$ cat config.mk
export PLATFORM = sky130hd
export DESIGN_NAME = time_entry_ctrl
export DESIGN_NICKNAME = d
export VERILOG_FILES = /design/src/rtl/time_entry_ctrl.sv
export SDC_FILE = /design/constraint.sdc
export NUM_CORES = 1
export LEC_CHECK = 0
export ABC_AREA = 0
export CAP_MARGIN = 10
export CORE_MARGIN = 2
export CORE_UTILIZATION = 56
export DETAILED_ROUTE_END_ITERATION = 8
export PLACE_DENSITY = 0.8
export SETUP_SLACK_MARGIN = 0.05
export SLEW_MARGIN = 0
export SYNTH_ARGS = -nofsm -noshare
export SYNTH_HDL_FRONTEND = slang
export SYNTH_SLANG_ARGS = --single-unit
$ cat constraint.sdc
create_clock -name clock -period 10 [get_ports clock]
set_clock_uncertainty 0.2 [all_clocks]
set_input_delay 2 -clock clock [delete_from_list [all_inputs] [get_ports clock]]
set_output_delay 2 -clock clock [all_outputs]
set_load 0.01 [all_outputs]
$ cat src/rtl/time_entry_ctrl.sv
// time_entry_ctrl: keypad time-entry sequencer for the clock setting path.
// Collects two BCD digits per field (hour, minute, second). Each field is
// range-checked on '#'. The committed binary time is then presented with a
// one-cycle load strobe. A session is abandoned after key inactivity.
module time_entry_ctrl #(
   parameter int TIMEOUT_CYCLES = 10_000_000,
   parameter int TMR_W          = 24
) (
   input  logic       clock,
   input  logic       reset,
   input  logic       start,
   input  logic       key_valid,
   input  logic [3:0] key_code,
   output logic       busy,
   output logic       hour_en,
   output logic       min_en,
   output logic       sec_en,
   output logic [1:0] digit_cnt,
   output logic [4:0] hour_out,
   output logic [5:0] min_out,
   output logic [5:0] sec_out,
   output logic       load,
   output logic       error,
   output logic       abort
);

   typedef enum logic [2:0] {IDLE, HOUR, MIN, SEC, DONE} state_t;

   localparam logic [TMR_W-1:0] TIMER_LAST = TMR_W'(TIMEOUT_CYCLES - 1);
   localparam logic [3:0]       KEY_CLEAR  = 4'd10;
   localparam logic [3:0]       KEY_ENTER  = 4'd11;

   state_t             state_q, state_d;
   logic [3:0]         tens_q, tens_d, ones_q, ones_d;
   logic [1:0]         cnt_q, cnt_d;
   logic [TMR_W-1:0]   timer_q, timer_d;
   logic [4:0]         hour_stg_q, hour_stg_d;
   logic [5:0]         min_stg_q, min_stg_d;
   logic [4:0]         hour_out_d;
   logic [5:0]         min_out_d, sec_out_d;
   logic               load_d, error_d, abort_d;
   logic [6:0]         field_val, field_lim;

   // Two typed digits combine into the field value. Seven bits are wide
   // enough for 99, so the range check sees the true value before the
   // result is truncated to the field width.
   assign field_val = 7'(tens_q) * 7'd10 + 7'(ones_q);
   assign field_lim = (state_q == HOUR) ? 7'd23 : 7'd59;
   assign digit_cnt = cnt_q;

   // Next-state logic: decode keys, run the inactivity timer and commit fields.
   always_comb begin
      state_d    = state_q;
      tens_d     = tens_q;
      ones_d     = ones_q;
      cnt_d      = cnt_q;
      timer_d    = timer_q;
      hour_stg_d = hour_stg_q;
      min_stg_d  = min_stg_q;
      hour_out_d = hour_out;
      min_out_d  = min_out;
      sec_out_d  = sec_out;
      load_d     = 1'b0;
      error_d    = 1'b0;
      abort_d    = 1'b0;
      case (state_q)
         IDLE: begin
            timer_d = '0;
            if (start) begin
               state_d = HOUR;
               tens_d  = '0;
               ones_d  = '0;
               cnt_d   = '0;
            end
         end
         HOUR, MIN, SEC: begin
            if (key_valid) begin
               timer_d = '0;
               if (key_code <= 4'd9) begin
                  if (cnt_q == 2'd0) begin
                     tens_d = key_code;
                     cnt_d  = 2'd1;
                  end else if (cnt_q == 2'd1) begin
                     ones_d = key_code;
                     cnt_d  = 2'd2;
                  end
               end else if (key_code == KEY_CLEAR) begin
                  tens_d = '0;
                  ones_d = '0;
                  cnt_d  = '0;
               end else if (key_code == KEY_ENTER) begin
                  tens_d = '0;
                  ones_d = '0;
                  cnt_d  = '0;
                  if (cnt_q == 2'd2 && field_val <= field_lim) begin
                     if (state_q == HOUR) begin
                        hour_stg_d = field_val[4:0];
                        state_d    = MIN;
                     end else if (state_q == MIN) begin
                        min_stg_d = field_val[5:0];
                        state_d   = SEC;
                     end else begin
                        hour_out_d = hour_stg_q;
                        min_out_d  = min_stg_q;
                        sec_out_d  = field_val[5:0];
                        load_d     = 1'b1;
                        state_d    = DONE;
                     end
                  end else begin
                     error_d = 1'b1;
                  end
               end
            end else if (timer_q == TIMER_LAST) begin
               abort_d = 1'b1;
               timer_d = '0;
               cnt_d   = '0;
               state_d = IDLE;
            end else begin
               timer_d = timer_q + 1'b1;
            end
         end
         DONE: state_d = IDLE;
         default: state_d = IDLE;
      endcase
   end

   // State, staging and output registers. The field enables come from the
   // next state, so they line up with the state register.
   always_ff @(posedge clock or negedge reset) begin
      if (!reset) begin
         state_q    <= IDLE;
         tens_q     <= '0;
         ones_q     <= '0;
         cnt_q      <= '0;
         timer_q    <= '0;
         hour_stg_q <= '0;
         min_stg_q  <= '0;
         hour_out   <= '0;
         min_out    <= '0;
         sec_out    <= '0;
         load       <= 1'b0;
         error      <= 1'b0;
         abort      <= 1'b0;
         busy       <= 1'b0;
         hour_en    <= 1'b0;
         min_en     <= 1'b0;
         sec_en     <= 1'b0;
      end else begin
         state_q    <= state_d;
         tens_q     <= tens_d;
         ones_q     <= ones_d;
         cnt_q      <= cnt_d;
         timer_q    <= timer_d;
         hour_stg_q <= hour_stg_d;
         min_stg_q  <= min_stg_d;
         hour_out   <= hour_out_d;
         min_out    <= min_out_d;
         sec_out    <= sec_out_d;
         load       <= load_d;
         error      <= error_d;
         abort      <= abort_d;
         busy       <= (state_d == HOUR) || (state_d == MIN) || (state_d == SEC);
         hour_en    <= (state_d == HOUR);
         min_en     <= (state_d == MIN);
         sec_en     <= (state_d == SEC);
      end
   end

endmodule

==> out/results.ini <==
[power_and_ir_drop]
comb_power_share_pct = 31.0
cellLeakagePower_nw = 1.95
switching_share_pct = 35.9
ir_worst_vdd_mv = 0.125
power_uw = 851
p_int_uw = 545
p_switching_uw = 306
seqPwrFrac_pct = 41.4
power_frac_clock_pct = 27.6
power.density_nw_per_um2 = 199

[logic_synthesis]
ys_warn_count = 0
postSynthAreaPerCell_sq_um = 10.9
ys_types = 48
synth.top_cell.area_share_pct = 49.0
yosysSeqAreaShare_pct = 49.0
synthesis.area_sq_um = 3680
synth_top_family_by_area = simple AND/OR/NAND/NOR gates
synth_edf_count = 0
ys.flop_type = dfrtp_1
synth.area.mux_share_pct = 12.6
synth_xor_area_share_pct = 2.14
syn-num-nets = 359
yosys.area_share.simple_pct = 17.5
synth_compound_area_share_pct = 11.5
synth_common_cells = dfrtp_1, nand2_1, o21ai_0
synth_top_area_cell = dfrtp_1
synthMostInstantiatedCell = dfrtp_1
synthCells = 339
synth_area_leaders = dfrtp_1, mux2_2, mux2_4
ys_async_sr_fraction_pct = 100
synthAdderAreaFrac_pct = 4.49
synth-seq-cells = 72

[layout]
nFillCells = 463
insertedDiodeCount = 0
multi_input_area_sq_um = 1780
nets = 393
area_delta_synth_final_pct = 15.9
layout-drive-gt1-share_pct = 15.6
seq_area_sq_um = 1800

[grt]
antenna_found_initial = 0
track_usage_pct = 22.4
grt_pass1_wl_mm = 12.7
grt_pass1_vias = 2574
grt_max_degree = 73
grt_overflow = 0

[cts]
cts_root_buffer = clkbuf_8
h-tree-depth = 3
cts_setup_buffers = 0
cts-resized-gates = 0
cts_tree = yes
clkTransAtPathRegs_ps = 80
cts_hold_buf = 0
numCtsBuffers = 9
cts.path.max_buffers = 2
cts_sinks = 72
worstSkewPairLatency_ps = 350

[place]
gp_congestion = 0.838
numPortBuffers = 33
hpwl_mm = 5.07

[worst_setup_path]
crit_type = reg2reg
start_kind = flop
cp-end-kind = flop
cp_max_fo = 17
worstPathArrival_ps = 4470
crit_required_ps = 10040

[floorplan]
die_h_um = 85.1
core_area_sq_um = 6350
rows = 29
ios = 34
dieArea_sq_um = 7240
start_util_pct = 58.0
die-width_um = 85.1

[sta]
period_share_pct = 44.3
hold_viol = 0
tns_ps = 0
setup_viol = 0
tightest_slew_ps = 1050
fin_crit_ps = 4430
final_max_slew_viol_count = 0
clock.fmax_ghz = 0.226
relSlewSlack_pct = 30.0
whs_ps = 308
rsz0062_at_grt = false

[route]
drtAntennaViolNets = 0
drt_iter0_drc = 218
wirelength_mm = 7.38
avgRoutedWirePerCell_um = 16.2
vias_per_cell = 5.98
vias = 2722
drtPass1Iterations = 4
drc = 0

[hold_path]
min_path_type = reg2reg

[run_status]
outcome = finished, final reports clean

[run]
max_cap_viol_count = 0

==> final timing paths <==
kind	start	end	slack, ps	cells after the start
worst max register to register	tens_q[1]	sec_out[0]	5570	12
worst max-delay path	tens_q[1]	sec_out[0]	5570	12
max in group asynchronous	reset	ones_q[1]	7350	2
min in group asynchronous	reset	timer_q[10]	1610	2
worst min-delay path	hour_out[4]	hour_out[4]	310	1
worst min register to register	hour_out[4]	hour_out[4]	310	1
==> critical path, stage by stage, from the launching register on <==
cell and delay, ps:
dfrtp_1 430, ha_1 330, ha_1 210, inv_1 80, fa_1 440, xor2_1 200
inv_1 90, ha_1 290, inv_1 50, or4_4 550, a2111oi_4 610, nand4_4 420
mux2_4 420
==> per-layer routing <==
| metal | wire [um] | global-route usage (%) | part of all wire [%] | vias up |
|---|---|---|---|---|
| li1 | - | - | - | 1305 |
| met1 | 3530 | 33.2 | 48 | 1336 |
| met2 | 3350 | 32.5 | 45 | 72 |
| met3 | 365 | 3.99 | 4.9 | 9 |
| met4 | 136 | 9.67 | 1.8 | 0 |
| met5 | 0 | 0 | 0 | - |
==> through the flow <==
step,setup WS [ps],cell area [sq um],utilization (%),instances
6_report,5570,4270,67.2,455
5_1_grt,5360,4270,67.2,455
4_1_cts,5540,4270,67.2,455
3_5_place_dp,5530,4060,64.0,439
3_3_place_gp,5630,4060,64.0,439
2_1_floorplan,5990,3680,-,339
==> cell type report <==
class | instances | area share, %
Clock buffer | 9 | 2.90
Clock inverter | 7 | 1.88
Timing Repair Buffer | 34 | 7.80
Inverter | 14 | 1.23
Sequential cell | 72 | 42.2
Tap cell | 77 | 2.26
Multi-Input combinational cell | 242 | 41.7
==> registers in the layout (all words and copies together) (netlist names), 2 cells and up <==
signal and cells:
sec_out 6, digit_cnt 2, hour_stg_q 5, tens_q 4, state_q 3, timer_q 24
min_stg_q 6, hour_out 5, min_out 6, ones_q 4
==> cells by family (layout without fill, tap and decap cells) <==
kind of cell / Yosys count / in the layout
and+or+nand+nor: 116 / 116
DFF: 72 / 72
AOI/OAI and AO/OA: 67 / 67
muxes: 38 / 38
buffers and inverters: 25 / 64
adders and majority gates: 12 / 12
xor gates and xnor gates: 9 / 9
==> layout by cell type (no fill, tap or decap), types with 3 or more instances in the layout <==
master and instances:
dfrtp_1 72, clkdlybuf4s50_1 32, nand2_1 30, o21ai_0 30, mux2_2 26, nor2_1 19
inv_1 14, a21oi_1 12, nand4_1 11, nand3_1 11, mux2_4 10, ha_1 10
clkbuf_8 9, xor2_1 8, and2_1 8, nor3_1 6, and4_1 5, and3_1 5
nor4b_1 4, o31ai_1 4, o41ai_1 3, o21a_1 3, nor4_1 3
==> power by group through the flow <==
stage          clock [mW]  combinational, mW  sequential (mW)
3_5_place_dp            0              0.262            0.357
4_1_cts             0.239              0.265            0.352
3_3_place_gp            0              0.252            0.356
5_1_grt             0.254              0.300            0.357
6_report            0.235              0.264            0.352
2_1_floorplan           0              0.187            0.350
No activity file was read; power rests on OpenSTA's default activity.
==> RTL change 1: new RTL, config.mk and constraints unchanged <==
Re-encode `state_t` (5 states) as one-hot, 5 bits wide.
--- a/src/rtl/time_entry_ctrl.sv
+++ b/src/rtl/time_entry_ctrl.sv
@@ -24,7 +24,7 @@
    output logic       abort
 );
 
-   typedef enum logic [2:0] {IDLE, HOUR, MIN, SEC, DONE} state_t;
+   typedef enum logic [4:0] {IDLE = 5'b00001, HOUR = 5'b00010, MIN = 5'b00100, SEC = 5'b01000, DONE = 5'b10000} state_t;
 
    localparam logic [TMR_W-1:0] TIMER_LAST = TMR_W'(TIMEOUT_CYCLES - 1);
    localparam logic [3:0]       KEY_CLEAR  = 4'd10;
Formal check against the unedited RTL: no difference found for any inputs over 4 cycles, from zero or initial values and one cycle with reset low; so few cycles prove little.
==> RTL change 1 against the unedited design <==
Sequential share of layout area fell by 1.4 points. Setup slack lost 0.16 ns. Synthesized area is 7.9% higher. Core utilization shrank 0.82 points. Non-clock buffer count rose by 1. First-iteration DRC count shrank 28%. Sequential cell count is 2 higher. Cell count grew 11%. Power down 17%. Via count rose by 7.5%. Worst hold slack got worse by 0.016 ns. Critical path type unchanged. Wire length is 5.1% higher. Highest routed layer unchanged. Design area rose by 6.3%.
==> RTL change 1: results (changes against the unedited design) <==
status:
  status: "finished clean"
logic_synthesis:
  synth_compound_gate_area_share_pct: 14.40  # +2.9 points
  synth_area_leaders: "dfrtp_1, mux2_2, mux2_4, nand2_1, o21ai_0"
  synth_sequential_area_ratio_pct: 46.68  # -2.3 points
  syn-mean-instance-area_sq_um: 10.70  # -1.4%
  yosys-top-cells-count: "dfrtp_1, nand2_1, o21ai_0"
  synthFlopType: "dfrtp_1"
  synth_fp_nets: 392  # +9.2%
  post_synth_arst_share_pct: 100.0  # unchanged
  synth_cell_type_count: 59  # +23%
  post_synth_xor_area_fraction_pct: 1.324  # -0.82 points
  synth.yosys.warnings: 0  # unchanged
  synth_fa_ha_area_share_pct: 4.475  # -0.013 points
  synth.mux.area_fraction_pct: 11.85  # -0.73 points
placed_design:
  detailedPlace.worstSlack_ns: 5.149  # -0.3782 ns
  detailed_place_hpwl_mm: 5.384  # +6.1%
  dpl_cell_area_sq_um: 4355  # +7.2%
  dp_cells: 487  # +11%
  globalplace.congestion: 0.8412  # +0.43%
  port_buffers: 33  # unchanged
pwr:
  power_leakage_nw: 2.042  # +4.6%
  ir_worst_vdd_mv: 0.1398  # +11%
  total_switching_power_w: 0.0002282  # -25%
grt:
  grt_pass1_vias: 2695  # +4.7%
  first_pass_grt_wire_length_mm: 12.98  # +2.1%
  grt_start_max_net_pins: 75  # +2.7%
  met1_capacity_usage_during_global_routing_pct: 32.03  # -1.1 points
  met2_usage_pct: 31.31  # -1.2 points
  grtUsageTotal_pct: 21.82  # -0.57 points
  grt_use_met3_pct: 5.090  # +1.1 points
worst_setup_path:
  cp.arrival_ns: 4.63  # +0.16 ns
  cp_top_family: "adder cells"
  critPathSlowestCell: "or3_1"
  cp_max_fo: 17  # unchanged
  critical-path-max-stage-delay_ns: 0.80  # +0.19 ns
routing:
  wl_per_cell_um: 15.44  # -4.9%
  first_pass_iters: 4  # unchanged
  num_vias: 2925  # +7.5%
  drt_first_iter_violations: 156  # -28%
clock_tree:
  post_cts_buffers: 0  # unchanged
  clock_tree.root_cell: "clkbuf_8"
  cts_resized: 0  # unchanged
  clk_path_buf_depth: 2  # unchanged
  insertion_delay_ns: 0.35  # about the same
  h_tree_depth_reported_by_cts: 3  # unchanged
timing:
  worst-slew-pin-transition_ns: 0.9589  # -0.09068 ns
finish:
  final_layout_size_suffix_gt1_share_pct: 17.44  # +1.8 points
  insertedDiodeCount: 0  # unchanged
  area_delta_synth_final_pct: 14.21
  final-instance-count-excl-fill: 503  # +11%
  fill_cells: 524  # +13%
  largest_register_ffs: 24  # unchanged
  regMostFlops: "timer_q"
  design.final.nets: 423  # +7.6%
hold_path:
  timing.hold.worst.class: "reg2reg"
RTL change 1: metal layers:
metal | routed length [um] | vias up | part of all wire [%]
met4 | 124 | 0 | 1.6
met5 | 0 | - | 0
met3 | 286 | 9 | 3.7
met1 | 3903 | 1425 | 50
met2 | 3449 | 67 | 44
li1 | - | 1424 | -
RTL change 1: cell type report:
| type | instances | area share, % |
|---|---|---|
| timing repair buffer | 35 | 7.506 |
| multi-input combinational | 270 | 44.04 |
| clock buffer | 11 | 3.118 |
| sequential | 74 | 40.87 |
| inverter | 12 | 0.9934 |
| clock inverter | 5 | 0.8278 |
| tap | 96 | 2.649 |
RTL change 1: cell families (layout without fill, tap and decap cells):
family,after synthesis,in the layout
xor+xnor,6,6
simple gates,136,136
buf+inv,27,63
flops,74,74
compound gates,76,76
mux,39,39
fa+ha+maj,13,13
RTL change 1: power by group through the flow:
stage / Sequential (W) / Combinational, W / Clock [W]
floorplan: 0.000337 / 0.000106 / 0
global placement: 0.000341 / 0.000148 / 0
detailed placement: 0.000341 / 0.000152 / 0
CTS: 0.000336 / 0.000153 / 0.000217
global route: 0.000338 / 0.000168 / 0.000230
finish: 0.000336 / 0.000153 / 0.000213
RTL change 1: path summary, 6_finish.rpt:
path	from	end	cells past startpoint	slack, ns
worst max register to register	tens_q[1]	sec_out[0]	12	5.41
worst min register to register	timer_q[23]	timer_q[23]	1	0.29
max in group asynchronous	reset	timer_q[15]	2	7.33
min in group asynchronous	reset	sec_out[4]	2	1.66
worst min-delay path	timer_q[23]	timer_q[23]	1	0.29
worst max-delay path	tens_q[1]	sec_out[0]	12	5.41
==> RTL change 2: new RTL, same flow settings <==
Without the edit above. `TMR_W`: 24 -> 48.
--- a/src/rtl/time_entry_ctrl.sv
+++ b/src/rtl/time_entry_ctrl.sv
@@ -4,7 +4,7 @@
 // one-cycle load strobe. A session is abandoned after key inactivity.
 module time_entry_ctrl #(
    parameter int TIMEOUT_CYCLES = 10_000_000,
-   parameter int TMR_W          = 24
+   parameter int TMR_W          = 48
 ) (
    input  logic       clock,
    input  logic       reset,
Check against the original RTL: same outputs for any inputs over 4 cycles, from zero or initial values and one cycle with reset low; that may be too few to reach the edited logic, so the function may still have changed.
==> RTL change 2 against the unedited design <==
Setup slack got worse by 0.11 ns. Design area increased by 37%. Wire length increased by 57%. Critical path depth decreased by 6. Synthesized area increased by 43%. Sequential cell count increased by 24. Power increased by 35%. Global-route usage increased by 2.0 points. Critical path type is now in2reg. Largest cell class is now multi-input combinational cells.
==> RTL change 2: results (changes against the unedited design) <==
timing:
  fin_worst_hold_slack_ns: 0.2767  # -0.03121 ns
  maxSlewHeadroom_pct: 22.99  # -7.0 points
clock_tree:
  cts.clk_slew.worst_paths_ns: 0.11  # +0.03 ns
finish:
  number_of_ordinary_and_repair_buffers_in_the_finished_layout: 36  # +5.9%
  fill_cells: 736  # +59%
  buffer_area_share_pct: 5.987  # -1.8 points
  seq-cell-share_pct: 41.05  # -1.2 points
  area_delta_synth_final_pct: 11.38
  seq_area_sq_um: 2402  # +33%
  multi_input_cells: 401  # +66%
logic_synthesis:
  synth_cell_type_count: 62  # +29%
  synth_compound_gate_area_share_pct: 15.41  # +3.9 points
  yosys-top-cells-count: "dfrtp_1, nand2_1, o21ai_0"
  synth_area_leaders: "dfrtp_1, o21ai_0, nand2_1, mux2_2, nand3_1"
  ys_ff_latch: 96  # +33%
placed_design:
  dp_cells: 675  # +54%
  detailedPlace.worstSlack_ns: 5.153  # -0.3739 ns
pwr:
  ir_worst_vdd_mv: 0.1118  # -11%
  combinationalPower_w: 0.000419  # +59%
routing:
  wl_met1_mm: 5.186  # +47%
  postRouteWirelength_mm: 11.62  # +57%
  dr_wl_met2_mm: 5.795  # +73%
  drt_first_iter_violations: 311  # +43%
  wl_per_cell_um: 16.81  # +3.6%
grt:
  met2_usage_pct: 40.46  # +7.9 points
  grt_pass1_vias: 4182  # +62%
  grt_start_max_net_pins: 72  # -1.4%
status:
  status: "finished clean"
hold_path:
  whs_path_depth: 2  # +1
worst_setup_path:
  r2r_setup_slack_ns: 5.68  # +0.11 ns
-- RTL change 2: cell types whose count changed in the layout (fill, tap and decap cells not counted), moves of 6 or more --
cell and delta:
dfrtp_1 +24, nor4_1 +8, mux2i_1 +11, nand2_1 +37, and3_1 +15, inv_1 +17, or3_1 +6, nor3_1 +8
o21ai_0 +21, nand3_1 +17, a21oi_1 +12, mux2_2 -9, mux2_4 -8
-- RTL change 2: worst max-delay path by stage --
| stage | to | slack, ns | cells past startpoint |
|---|---|---|---|
| 3_3_place_gp | timer_q[23] | 5.26 | 6 |
| 2_1_floorplan | hour_stg_q[0] | 6.32 | 6 |
| 5_1_grt | timer_q[23] | 5.30 | 6 |
| 3_5_place_dp | timer_q[23] | 5.15 | 6 |
| 6_report | timer_q[23] | 5.47 | 6 |
| 4_1_cts | timer_q[23] | 5.52 | 6 |
-- RTL change 2: critical path, stage by stage --
cell	delay, ns
clkdlybuf4s50_1	0.50
inv_1	0.19
nand2_1	0.39
nor2_4	1.01
o21ai_0	0.25
a31oi_1	0.25
